==> config.mk <==
export PLATFORM = sky130hd
export DESIGN_NAME = nibble_serial_adder_flat
export DESIGN_NICKNAME = d
export VERILOG_FILES = /design/src/rtl/nibble_add_pkg.sv /design/src/rtl/nibble_serial_adder_if.sv /design/src/rtl/nibble_add.sv /design/src/rtl/nibble_serial_adder.sv /design/src/flat_wrapper.sv
export SDC_FILE = /design/constraint.sdc
export NUM_CORES = 1
export LEC_CHECK = 0
export CORE_ASPECT_RATIO = 0.5
export CORE_MARGIN = 2
export CORE_UTILIZATION = 25
export DETAILED_ROUTE_END_ITERATION = 8
export GPL_TIMING_DRIVEN = 0
export PLACE_DENSITY_LB_ADDON = 0.08
export SKIP_LAST_GASP = 1
export SLEW_MARGIN = 20
export SYNTH_ARGS = -nofsm -noshare
export SYNTH_HDL_FRONTEND = slang
export SYNTH_SLANG_ARGS = --single-unit
==> constraint.sdc <==
create_clock -name clk -period 2.7 [get_ports clk]
set_input_delay 0.54 -clock clk [delete_from_list [all_inputs] [get_ports clk]]
set_output_delay 0.54 -clock clk [all_outputs]
set_load 0.01 [all_outputs]
==> src/rtl/nibble_add_pkg.sv <==
// Shared types and constants for the nibble-serial adder.
// Optional feature macro used by the users of this package: NIBBLE_ADDER_OVF_EN.
package nibble_add_pkg;

  typedef enum logic [1:0] {
    IDLE = 2'd0,
    RUN  = 2'd1,
    DONE = 2'd2
  } state_t;

  localparam int NIB_W = 4;

  // Number of nibble cycles needed to cover a WIDTH-bit operand.
  function automatic int nib_count(input int width);
    return width / NIB_W;
  endfunction

endpackage

==> src/rtl/nibble_serial_adder_if.sv <==
// Operand/result handshake bundle for nibble_serial_adder.
// NIBBLE_ADDER_OVF_EN adds the signed-overflow flag to the result side.
interface nibble_serial_adder_if #(
  parameter int WIDTH = 16
);
  logic             in_valid;
  logic             in_ready;
  logic [WIDTH-1:0] a;
  logic [WIDTH-1:0] b;
  logic             cin;
  logic             out_valid;
  logic             out_ready;
  logic [WIDTH-1:0] sum;
  logic             cout;
  logic             busy;
`ifdef NIBBLE_ADDER_OVF_EN
  logic             ovf;
`endif

  // Producer of operands / consumer of results.
  modport master (
    output in_valid, a, b, cin, out_ready,
    input  in_ready, out_valid, sum, cout, busy
`ifdef NIBBLE_ADDER_OVF_EN
    , input ovf
`endif
  );

  // The adder itself.
  modport slave (
    input  in_valid, a, b, cin, out_ready,
    output in_ready, out_valid, sum, cout, busy
`ifdef NIBBLE_ADDER_OVF_EN
    , output ovf
`endif
  );
endinterface

==> src/rtl/nibble_add.sv <==
// Combinational 4-bit adder with carry in/out.
// With NIBBLE_ADDER_OVF_EN it also exposes the carry into bit 3 so the
// caller can form the signed overflow of the most significant nibble.
module nibble_add (
  input  logic [3:0] i_a,
  input  logic [3:0] i_b,
  input  logic       i_cin,
  output logic [3:0] o_sum,
  output logic       o_cout
`ifdef NIBBLE_ADDER_OVF_EN
  , output logic     o_msb_cin
`endif
);

  logic [3:0] w_low;
  logic [1:0] w_high;

  // Split at bit 3 so the carry into the top bit is available as a tap.
  always_comb begin
    w_low  = {1'b0, i_a[2:0]} + {1'b0, i_b[2:0]} + {3'b000, i_cin};
    w_high = {1'b0, i_a[3]} + {1'b0, i_b[3]} + {1'b0, w_low[3]};
  end

  assign o_sum  = {w_high[0], w_low[2:0]};
  assign o_cout = w_high[1];
`ifdef NIBBLE_ADDER_OVF_EN
  assign o_msb_cin = w_low[3];
`endif

endmodule

==> src/rtl/nibble_serial_adder.sv <==
// WIDTH-bit adder computing a + b + cin one nibble per clock, LSB first,
// with valid/ready handshakes on both sides.
// Optional: NIBBLE_ADDER_OVF_EN adds a registered signed-overflow flag.
//
// state | meaning
// IDLE  | waiting for operands, in_ready=1
// RUN   | adding nibble r_idx, carry held in r_carry
// DONE  | result presented with out_valid=1 until out_ready
module nibble_serial_adder
  import nibble_add_pkg::*;
#(
  parameter int WIDTH = 16
) (
  input logic clk,
  input logic rst_n,
  nibble_serial_adder_if.slave bus
);

  localparam int NIB   = nib_count(WIDTH);
  localparam int IDX_W = (NIB > 1) ? $clog2(NIB) : 1;

  state_t             r_state;
  state_t             w_state_nxt;
  logic [WIDTH-1:0]   r_a;
  logic [WIDTH-1:0]   r_b;
  logic [WIDTH-1:0]   r_sum;
  logic               r_carry;
  logic               r_cout;
  logic [IDX_W-1:0]   r_idx;

  logic               w_accept;
  logic               w_last;
  logic [NIB_W-1:0]   w_nib_a;
  logic [NIB_W-1:0]   w_nib_b;
  logic [NIB_W-1:0]   w_nib_sum;
  logic               w_nib_cout;
`ifdef NIBBLE_ADDER_OVF_EN
  logic               w_msb_cin;
  logic               r_ovf;
`endif

  assign w_accept = bus.in_valid && (r_state == IDLE);
  assign w_last   = (r_idx == IDX_W'(NIB - 1));
  assign w_nib_a  = r_a[NIB_W*r_idx +: NIB_W];
  assign w_nib_b  = r_b[NIB_W*r_idx +: NIB_W];

  nibble_add u_nibble_add (
    .i_a      (w_nib_a),
    .i_b      (w_nib_b),
    .i_cin    (r_carry),
    .o_sum    (w_nib_sum),
    .o_cout   (w_nib_cout)
`ifdef NIBBLE_ADDER_OVF_EN
    , .o_msb_cin(w_msb_cin)
`endif
  );

  // State register.
  always_ff @(posedge clk or negedge rst_n) begin
    if (!rst_n) r_state <= IDLE;
    else        r_state <= w_state_nxt;
  end

  // Next-state logic; out_ready outside DONE is ignored.
  always_comb begin
    w_state_nxt = r_state;
    case (r_state)
      IDLE:    if (w_accept) w_state_nxt = RUN;
      RUN:     if (w_last) w_state_nxt = DONE;
      DONE:    if (bus.out_ready) w_state_nxt = IDLE;
      default: w_state_nxt = IDLE;
    endcase
  end

  // Operand capture at accept, then one nibble of sum per RUN cycle.
  always_ff @(posedge clk or negedge rst_n) begin
    if (!rst_n) begin
      r_a     <= '0;
      r_b     <= '0;
      r_sum   <= '0;
      r_carry <= 1'b0;
      r_cout  <= 1'b0;
      r_idx   <= '0;
`ifdef NIBBLE_ADDER_OVF_EN
      r_ovf   <= 1'b0;
`endif
    end else if (w_accept) begin
      r_a     <= bus.a;
      r_b     <= bus.b;
      r_carry <= bus.cin;
      r_idx   <= '0;
    end else if (r_state == RUN) begin
      r_sum[NIB_W*r_idx +: NIB_W] <= w_nib_sum;
      r_carry <= w_nib_cout;
      if (w_last) begin
        r_cout <= w_nib_cout;
`ifdef NIBBLE_ADDER_OVF_EN
        r_ovf  <= w_msb_cin ^ w_nib_cout;
`endif
      end else begin
        r_idx <= r_idx + 1'b1;
      end
    end
  end

  assign bus.in_ready  = (r_state == IDLE);
  assign bus.out_valid = (r_state == DONE);
  assign bus.busy      = (r_state != IDLE);
  assign bus.sum       = r_sum;
  assign bus.cout      = r_cout;
`ifdef NIBBLE_ADDER_OVF_EN
  assign bus.ovf       = r_ovf;
`endif

endmodule

==> src/flat_wrapper.sv <==
// flat-port wrapper written by rule: the top's interface ports become plain ports
module nibble_serial_adder_flat import nibble_add_pkg::*;
#(
  parameter int WIDTH = 16
)
  (clk, rst_n, bus_in_valid, bus_a, bus_b, bus_cin, bus_out_ready, bus_in_ready, bus_out_valid, bus_sum, bus_cout, bus_busy);
  nibble_serial_adder_if #(.WIDTH(WIDTH)) bus_i ();
  input logic clk;
  input logic rst_n;
  input wire logic [$bits(bus_i.in_valid)-1:0] bus_in_valid;
  input wire logic [$bits(bus_i.a)-1:0] bus_a;
  input wire logic [$bits(bus_i.b)-1:0] bus_b;
  input wire logic [$bits(bus_i.cin)-1:0] bus_cin;
  input wire logic [$bits(bus_i.out_ready)-1:0] bus_out_ready;
  output wire logic [$bits(bus_i.in_ready)-1:0] bus_in_ready;
  output wire logic [$bits(bus_i.out_valid)-1:0] bus_out_valid;
  output wire logic [$bits(bus_i.sum)-1:0] bus_sum;
  output wire logic [$bits(bus_i.cout)-1:0] bus_cout;
  output wire logic [$bits(bus_i.busy)-1:0] bus_busy;
  assign bus_i.in_valid = bus_in_valid;
  assign bus_i.a = bus_a;
  assign bus_i.b = bus_b;
  assign bus_i.cin = bus_cin;
  assign bus_i.out_ready = bus_out_ready;
  assign bus_in_ready = bus_i.in_ready;
  assign bus_out_valid = bus_i.out_valid;
  assign bus_sum = bus_i.sum;
  assign bus_cout = bus_i.cout;
  assign bus_busy = bus_i.busy;
  nibble_serial_adder #(.WIDTH(WIDTH)) u_core (.clk(clk), .rst_n(rst_n), .bus(bus_i));
endmodule
==> impl_results.md, run 1 <==
- Outcome: completed
- Wire per inst: approximately 15 um
- Worst slew pin tran: roughly 720 ps
- Fillers: 999
- Layout cells sized above 1: 0.3024
- Sw Pwr: 1.821 mW
- FFs w/ async S/R, synth: 1.000
- Leading cell type in the layout, fill and taps excluded: clkdlybuf4s50_1
- ANT cells: 0
- Internal: 3.003 mW
- Hold Crit Class: in -> async
- Switching share of power: 0.3776
- Final Util: 0.3516
- Rel. slew slack: 0.5229
- Clk root buf: clkbuf_16
- Via density: 4.170
- Worst Hold Slack: 301.1 ps
- Most frequent cells in the layout: clkdlybuf4s50_1 (55), dfrtp_1 (53), mux2_2 (23), nand2_1 (14), inv_1 (11)
- Max Freq: 389.6 MHz
- Final Hold Viols: 0
- Setup CP Type: reg -> reg
- Register share of total power: 0.289
- Die X: 148.5 um
- Arr. time, crit path: 2790 ps
- Post-DP Area: 0.003346 mm2
- Register clock-pin slew on the reported worst setup and hold paths: 60 ps
- PwrDens: 1348 mW/mm2
- Die Y-Extent: 76.23 um
- Place WS: -415.4 ps
- Max-slew violations: 0
- Synth Net Count: 229
- Die footprint: 0.01132 mm2
- First-pass GRT wire length: 9708 um
- Initial cell density of the core: 0.2562
- Routed vias: 1618
- Pwr Total: about 4.8 mW
- TritonCTS sink count: 54
- Worst vdd ir: 0.0006608 V
- Worst skew pair latency: 290 ps
- Avg Cell Area, Syn: around 14 um2
- Total track usage: 0.1133
- Worst Skew: 4.633 ps
- Nets: 296
- Clock Tree Buf Depth: 2
- RSZ-0062 raised after global routing: false
- Crit path time final: 2567 ps
- Register Area: 0.001353 mm2
- Predominant post-synthesis flop cell: dfrtp_1
- Post-route ant nets: 0
- Setup crit end kind: register
- # port buffers: 56
- Initial antenna violation count: 0
- Synthesized area: 0.002609 mm2
- Worst reg2reg path depth: 7
- Remaining global-route overflow: 0
- Final WS setup: 133.3 ps
- Area taken by multi-input logic gates: ~0.0012 mm2
- Vias in the first global route: 1839
- Gate power share: 0.559
- Final period util: 0.9506
- CTS Buf Count: 5
- Maximum capacitance violations: 0
- Drt first pass iters: 4
- Largest net degree at the start of global routing: 55
- Unique masters post-synth: 35
- Top-level port count: 57
- Final std cells w/o fill: 388
- WP data required: between 2000 and 3000 ps
- Placer Congestion: about 0.66
- # H-tree levels: 2
- Leak pwr: roughly 1.5 nW
- Iter 0 DRT Violations: 72
- CTS tree: done
- CP startpoint kind: register
- DRC: 0
- Dpl hpwl: 4301 um
- Yosys warns: 0
- Fin area: 0.003580 mm2
- Area growth from synthesis to layout: 37.22%
- Synthesized instance count: 181
- Seq cells post-synth: 54
- CP Max Fanout: 5
- Clock share of power: 0.152
- WL final: 5852 um
- Core region area: 0.01018 mm2
- Seq/Total Area, Yosys: 0.5180
- Rows: 26
- Final setup violation count: 0
- Post-synth EDFFs: 0
- Setup TNS: 0 ps
- DP Cell Count: 377
## cells by family after synthesis
family                     share of synthesized area
buffers and inverters                        0.04220
and+or+nand+nor                              0.08633
xor gates and xnor gates                    0.003358
DFF                                           0.5180
AOI/OAI and AO/OA                            0.06283
muxes                                         0.2259
adders and majority gates                    0.06139
## final cells by class
type,count,area share
Buffer,7,0.02447
Clock buffer,6,0.03880
Clock inverter,1,0.008389
Inverter,11,0.01153
Multi-Input combinational cell,109,0.3258
Sequential cell,54,0.3778
Tap cell,140,0.04893
Timing Repair Buffer,60,0.1643
## sequential cells by signal (all words and copies together) (netlist names)
signal and cells:
u_core.r_carry 1, u_core.r_state 2, u_core.bus.cout 1, u_core.r_a 16
u_core.bus.sum 16, u_core.r_idx 2, u_core.r_b 16
## what timing repair did
item | CTS | global route
endpoints found under the setup margin | 14 | 4
buffers inserted | 1 | 3
pin swaps | 1 | 3
resized for setup | 8 | 4
hold buffers | 0 | 0
## power by group through the flow
stage,clock network (mW),registers [mW],logic (mW)
finish,0.734,1.39,2.70
global route,0.797,1.45,2.98
CTS,0.765,1.40,2.68
detailed placement,0,1.43,2.57
global placement,0,1.42,2.55
floorplan,0,1.40,1.64
## critical path: stages (launching register included)
cell and delay, ps:
dfrtp_2 400, buf_12 120, mux4_2 530, fa_2 360, a21o_1 210, a21oi_2 160, fa_2 540, o21ai_2 160
## cells in the mapped netlist, types with 2 or more instances
cell / count / area, um2
fa_1: 3 / 60.06
inv_1: 11 / 41.29
o21ai_0: 8 / 40.04
nor2_1: 3 / 11.26
buf_6: 4 / 45.04
nand3b_4: 3 / 60.06
o21ai_2: 3 / 26.28
ha_1: 8 / 100.1
o21ai_1: 2 / 10.01
or3_1: 2 / 12.51
mux2_4: 10 / 150.1
mux2_2: 23 / 259.0
mux4_2: 8 / 180.2
nand2b_1: 3 / 18.77
nand2_1: 14 / 52.55
dfrtp_1: 54 / 1351
o2bb2ai_1: 4 / 35.03
## per-layer routing
layer  part of all wire  GRT usage
met1               0.48     0.1531
met2               0.47     0.1792
met3              0.040    0.03234
met4             0.0094    0.03048
met5                  0          0
## path summary, 6_finish.rpt
| kind | slack, ps | from | endpoint |
|---|---|---|---|
| worst max-delay path | 130 | u_core.r_idx[0]$_DFFE_PN0P_ | u_core.bus.sum[11]$_DFFE_PN0P_ |
| worst min-delay path | 300 | rst_n | u_core.bus.sum[15]$_DFFE_PN0P_ |
| worst max register to register | 130 | u_core.r_idx[0]$_DFFE_PN0P_ | u_core.bus.sum[11]$_DFFE_PN0P_ |
| worst min register to register | 480 | u_core.bus.sum[3]$_DFFE_PN0P_ | u_core.bus.sum[3]$_DFFE_PN0P_ |
| max in group asynchronous | 1890 | rst_n | u_core.r_idx[0]$_DFFE_PN0P_ |
| min in group clk | 480 | u_core.bus.sum[3]$_DFFE_PN0P_ | u_core.bus.sum[3]$_DFFE_PN0P_ |
No activity file was read; power rests on OpenSTA's default activity.
==> run 2, diff against run 1 <==
- CORE_UTILIZATION: 25 -> 30
- RECOVER_POWER: default -> 50
==> impl_results.md, run 2 (synthesis gave the netlist of run 1 again) <==
- Largest net degree at the start of global routing: 55 (unchanged)
- Final setup violation count: 0 (unchanged)
- CP startpoint kind: register (unchanged)
- Post-route ant nets: 0 (unchanged)
- Most frequent cells in the layout: dfrtp_1 (53), clkdlybuf4s50_1 (49), mux2_2 (23), nand2_1 (14), inv_1 (11) (was clkdlybuf4s50_1 (55), dfrtp_1 (53), mux2_2 (23), nand2_1 (14), inv_1 (11))
- Crit path time final: 2562 ps (was 2567 ps)
- Pwr Total: 4.713 mW (was 4.824 mW)
- First-pass GRT wire length: 9356 um (was 9708 um)
- Register clock-pin slew on the reported worst setup and hold paths: 70 ps (was 60 ps)
- Worst R2R End: u_core.bus.sum[3]$_DFFE_PN0P_ (was u_core.bus.sum[11]$_DFFE_PN0P_)
- Worst slew pin tran: 1341 ps (was 715.7 ps)
- Rel. slew slack: 0.1060 (was 0.5229)
- RSZ-0062 raised after global routing: false (unchanged)
- Arr. time, crit path: 2780 ps (was 2790 ps)
- CTS tree: done (unchanged)
- Via density: 4.421 (was 4.170)
- Final Util: 0.4278 (was 0.3516)
- Core region area: 0.008230 mm2 (was 0.01018 mm2)
- Place WS: -399.8 ps (was -415.4 ps)
- Register-to-register setup slack: 140 ps (was 130 ps)
- Final std cells w/o fill: 361 (was 388)
- Worst path max stage delay: 530 ps (was 540 ps)
- # H-tree levels: 2 (unchanged)
- Iter 0 DRT Violations: 44 (was 72)
- Fin area: 0.003521 mm2 (was 0.003580 mm2)
- Maximum capacitance violations: 0 (unchanged)
- TritonCTS sink count: 54 (unchanged)
- Die X: 135.9 um (was 148.5 um)
- Die Y-Extent: 69.94 um (was 76.23 um)
- Remaining global-route overflow: 0 (unchanged)
- Max-slew violations: 0 (unchanged)
- Nets: 296 (unchanged)
- Worst Skew: 4.209 ps (was 4.633 ps)
- FF-to-FF Start: u_core.r_idx[1]$_DFFE_PN0P_ (was u_core.r_idx[0]$_DFFE_PN0P_)
- Layout cells sized above 1: 0.2892 (was 0.3024)
- CP max-delay cell: fa_2 (unchanged)
- M1 wire length: 2635 um (was 2813 um)
- Worst reg2reg path depth: 7 (unchanged)
- Hold Crit Class: reg -> reg (was in -> async)
- CP Launch Point: u_core.r_idx[1]$_DFFE_PN0P_ (was u_core.r_idx[0]$_DFFE_PN0P_)
- Dpl hpwl: 4109 um (was 4301 um)
- PwrDens: 1339 mW/mm2 (was 1348 mW/mm2)
- Drt first pass iters: 3 (was 4)
- Met2 WL: 2617 um (was 2748 um)
- DP Cell Count: 349 (was 377)
- DRC: 0 (unchanged)
- Post-DP Area: 0.003311 mm2 (was 0.003346 mm2)
- Fillers: 794 (was 999)
- Rows: 23 (was 26)
- Top-level port count: 57 (unchanged)
- Final WS setup: 138.3 ps (was 133.3 ps)
- Placer Congestion: 0.7153 (was 0.6594)
- Initial cell density of the core: 0.3170 (was 0.2562)
- Clock Tree Buf Depth: 2 (unchanged)
- Total track usage: 0.1304 (was 0.1133)
- Worst Hold Slack: 470.1 ps (was 301.1 ps)
- Worst vdd ir: 0.0005210 V (was 0.0006608 V)
- Hold path startpoint: u_core.bus.sum[10]$_DFFE_PN0P_
- Setup CP Type: reg -> reg (unchanged)
- Outcome: completed (unchanged)
- Initial antenna violation count: 0 (unchanged)
- Crit path to: u_core.bus.sum[3]$_DFFE_PN0P_ (was u_core.bus.sum[11]$_DFFE_PN0P_)
- Area growth from synthesis to layout: 34.96% (was 37.22%)
- CP Max Fanout: 10 (was 5)
- Setup crit end kind: register (unchanged)
- Final Hold Viols: 0 (unchanged)
- Final period util: 0.9488 (was 0.9506)
- # port buffers: 56 (unchanged)
- Max Freq: 390.4 MHz (was 389.6 MHz)
- WP data required: 2920 ps (about the same)
- Met3 wire len: 213 um (was 234 um)
- Leading cell type in the layout, fill and taps excluded: dfrtp_1 (was clkdlybuf4s50_1)
- Top Layer Used: met4 (unchanged)
- Wire per inst: 15.35 um (was 15.08 um)
- ANT cells: 0 (unchanged)
- Clk root buf: clkbuf_16 (unchanged)
- CTS Buf Count: 5 (unchanged)
- Setup TNS: 0 ps (unchanged)
- CP Cell Sequence: clkbuf_4 -> mux4_2 -> fa_2 -> a21o_1 -> a21oi_2 -> fa_2 -> o21ai_1 (was buf_12 -> mux4_2 -> fa_2 -> a21o_1 -> a21oi_2 -> fa_2 -> o21ai_2)
- Routed vias: 1596 (was 1618)
- Leak pwr: 1.535 nW (was 1.529 nW)
- Vias in the first global route: 1779 (was 1839)
- Most numerous cell on the critical path: fa_2 (unchanged)
- WL final: 5541 um (was 5852 um)
- Worst skew pair latency: 290 ps (about the same)
- Die footprint: 0.009503 mm2 (was 0.01132 mm2)
==> run 2: changes by cell type in the layout (fill, tap and decap cells not counted), sizes merged <==
cell	change
dlygate4sd3	+6
clkdlybuf4s50	-6
buf	-1
clkbuf	+2
==> run 2: power breakdown <==
part	internal (mW)	switching [mW]	total, mW
clock	0.439	0.277	0.716
sequential	1.19	0.210	1.40
combinational	1.33	1.27	2.60
total	2.96	1.75	4.71
==> run 2: critical path: cells and delay by family, from the launching register on <==
kind / cells / cell delay (ps)
adder cells (fa/ha/maj): 2 / 910
AO/OA/AOI/OAI: 3 / 530
flip-flops: 1 / 410
multiplexers: 1 / 360
buffers and inverters: 1 / 270
==> run 2: final cells by class <==
class	instances	area (um2)	share of cell area
multi-input cells	109	1151	0.3269
well taps	112	140.1	0.03980
repair buffers	60	585.6	0.1663
clock buffers	7	132.6	0.03767
clock inverters	1	30.03	0.008529
flip-flops and latches	54	1353	0.3842
inverters	11	41.29	0.01173
plain buffers	7	87.58	0.02488
==> run 2: per-layer routing <==
metal | vias to the layer above | track usage
met5 | - | 0
li1 | 783 | -
met4 | 0 | 0.04167
met2 | 28 | 0.2110
met3 | 7 | 0.03341
met1 | 778 | 0.1715
==> run 2: how the worst min path moves through the flow <==
stage                                      to  slack (ps)  depth (start not counted)
5_1_grt         u_core.bus.sum[5]$_DFFE_PN0P_         510                          1
3_3_place_gp    u_core.bus.sum[9]$_DFFE_PN0P_         460                          2
3_5_place_dp   u_core.bus.sum[11]$_DFFE_PN0P_         470                          2
2_1_floorplan     u_core.bus.cout$_DFFE_PN0P_         240                          0
4_1_cts            u_core.r_a[11]$_DFFE_PN0P_         320                          1
6_report       u_core.bus.sum[10]$_DFFE_PN0P_         470                          2
==> run 2: timing repair <==
| action | CTS | global route |
|---|---|---|
| setup buffers | 1 | 3 |
| pin swaps | 1 | 2 |
| cloned | 0 | 0 |
| endpoints found under the setup margin | 13 | 5 |
| hold buffers | 0 | 0 |
| gates resized for setup | 8 | 3 |
==> run 3, diff against run 2 <==
- SKIP_LAST_GASP: 1 -> default
==> results of run 3 <==
The final DEF is identical to that of run 2; final timing and power are the same.
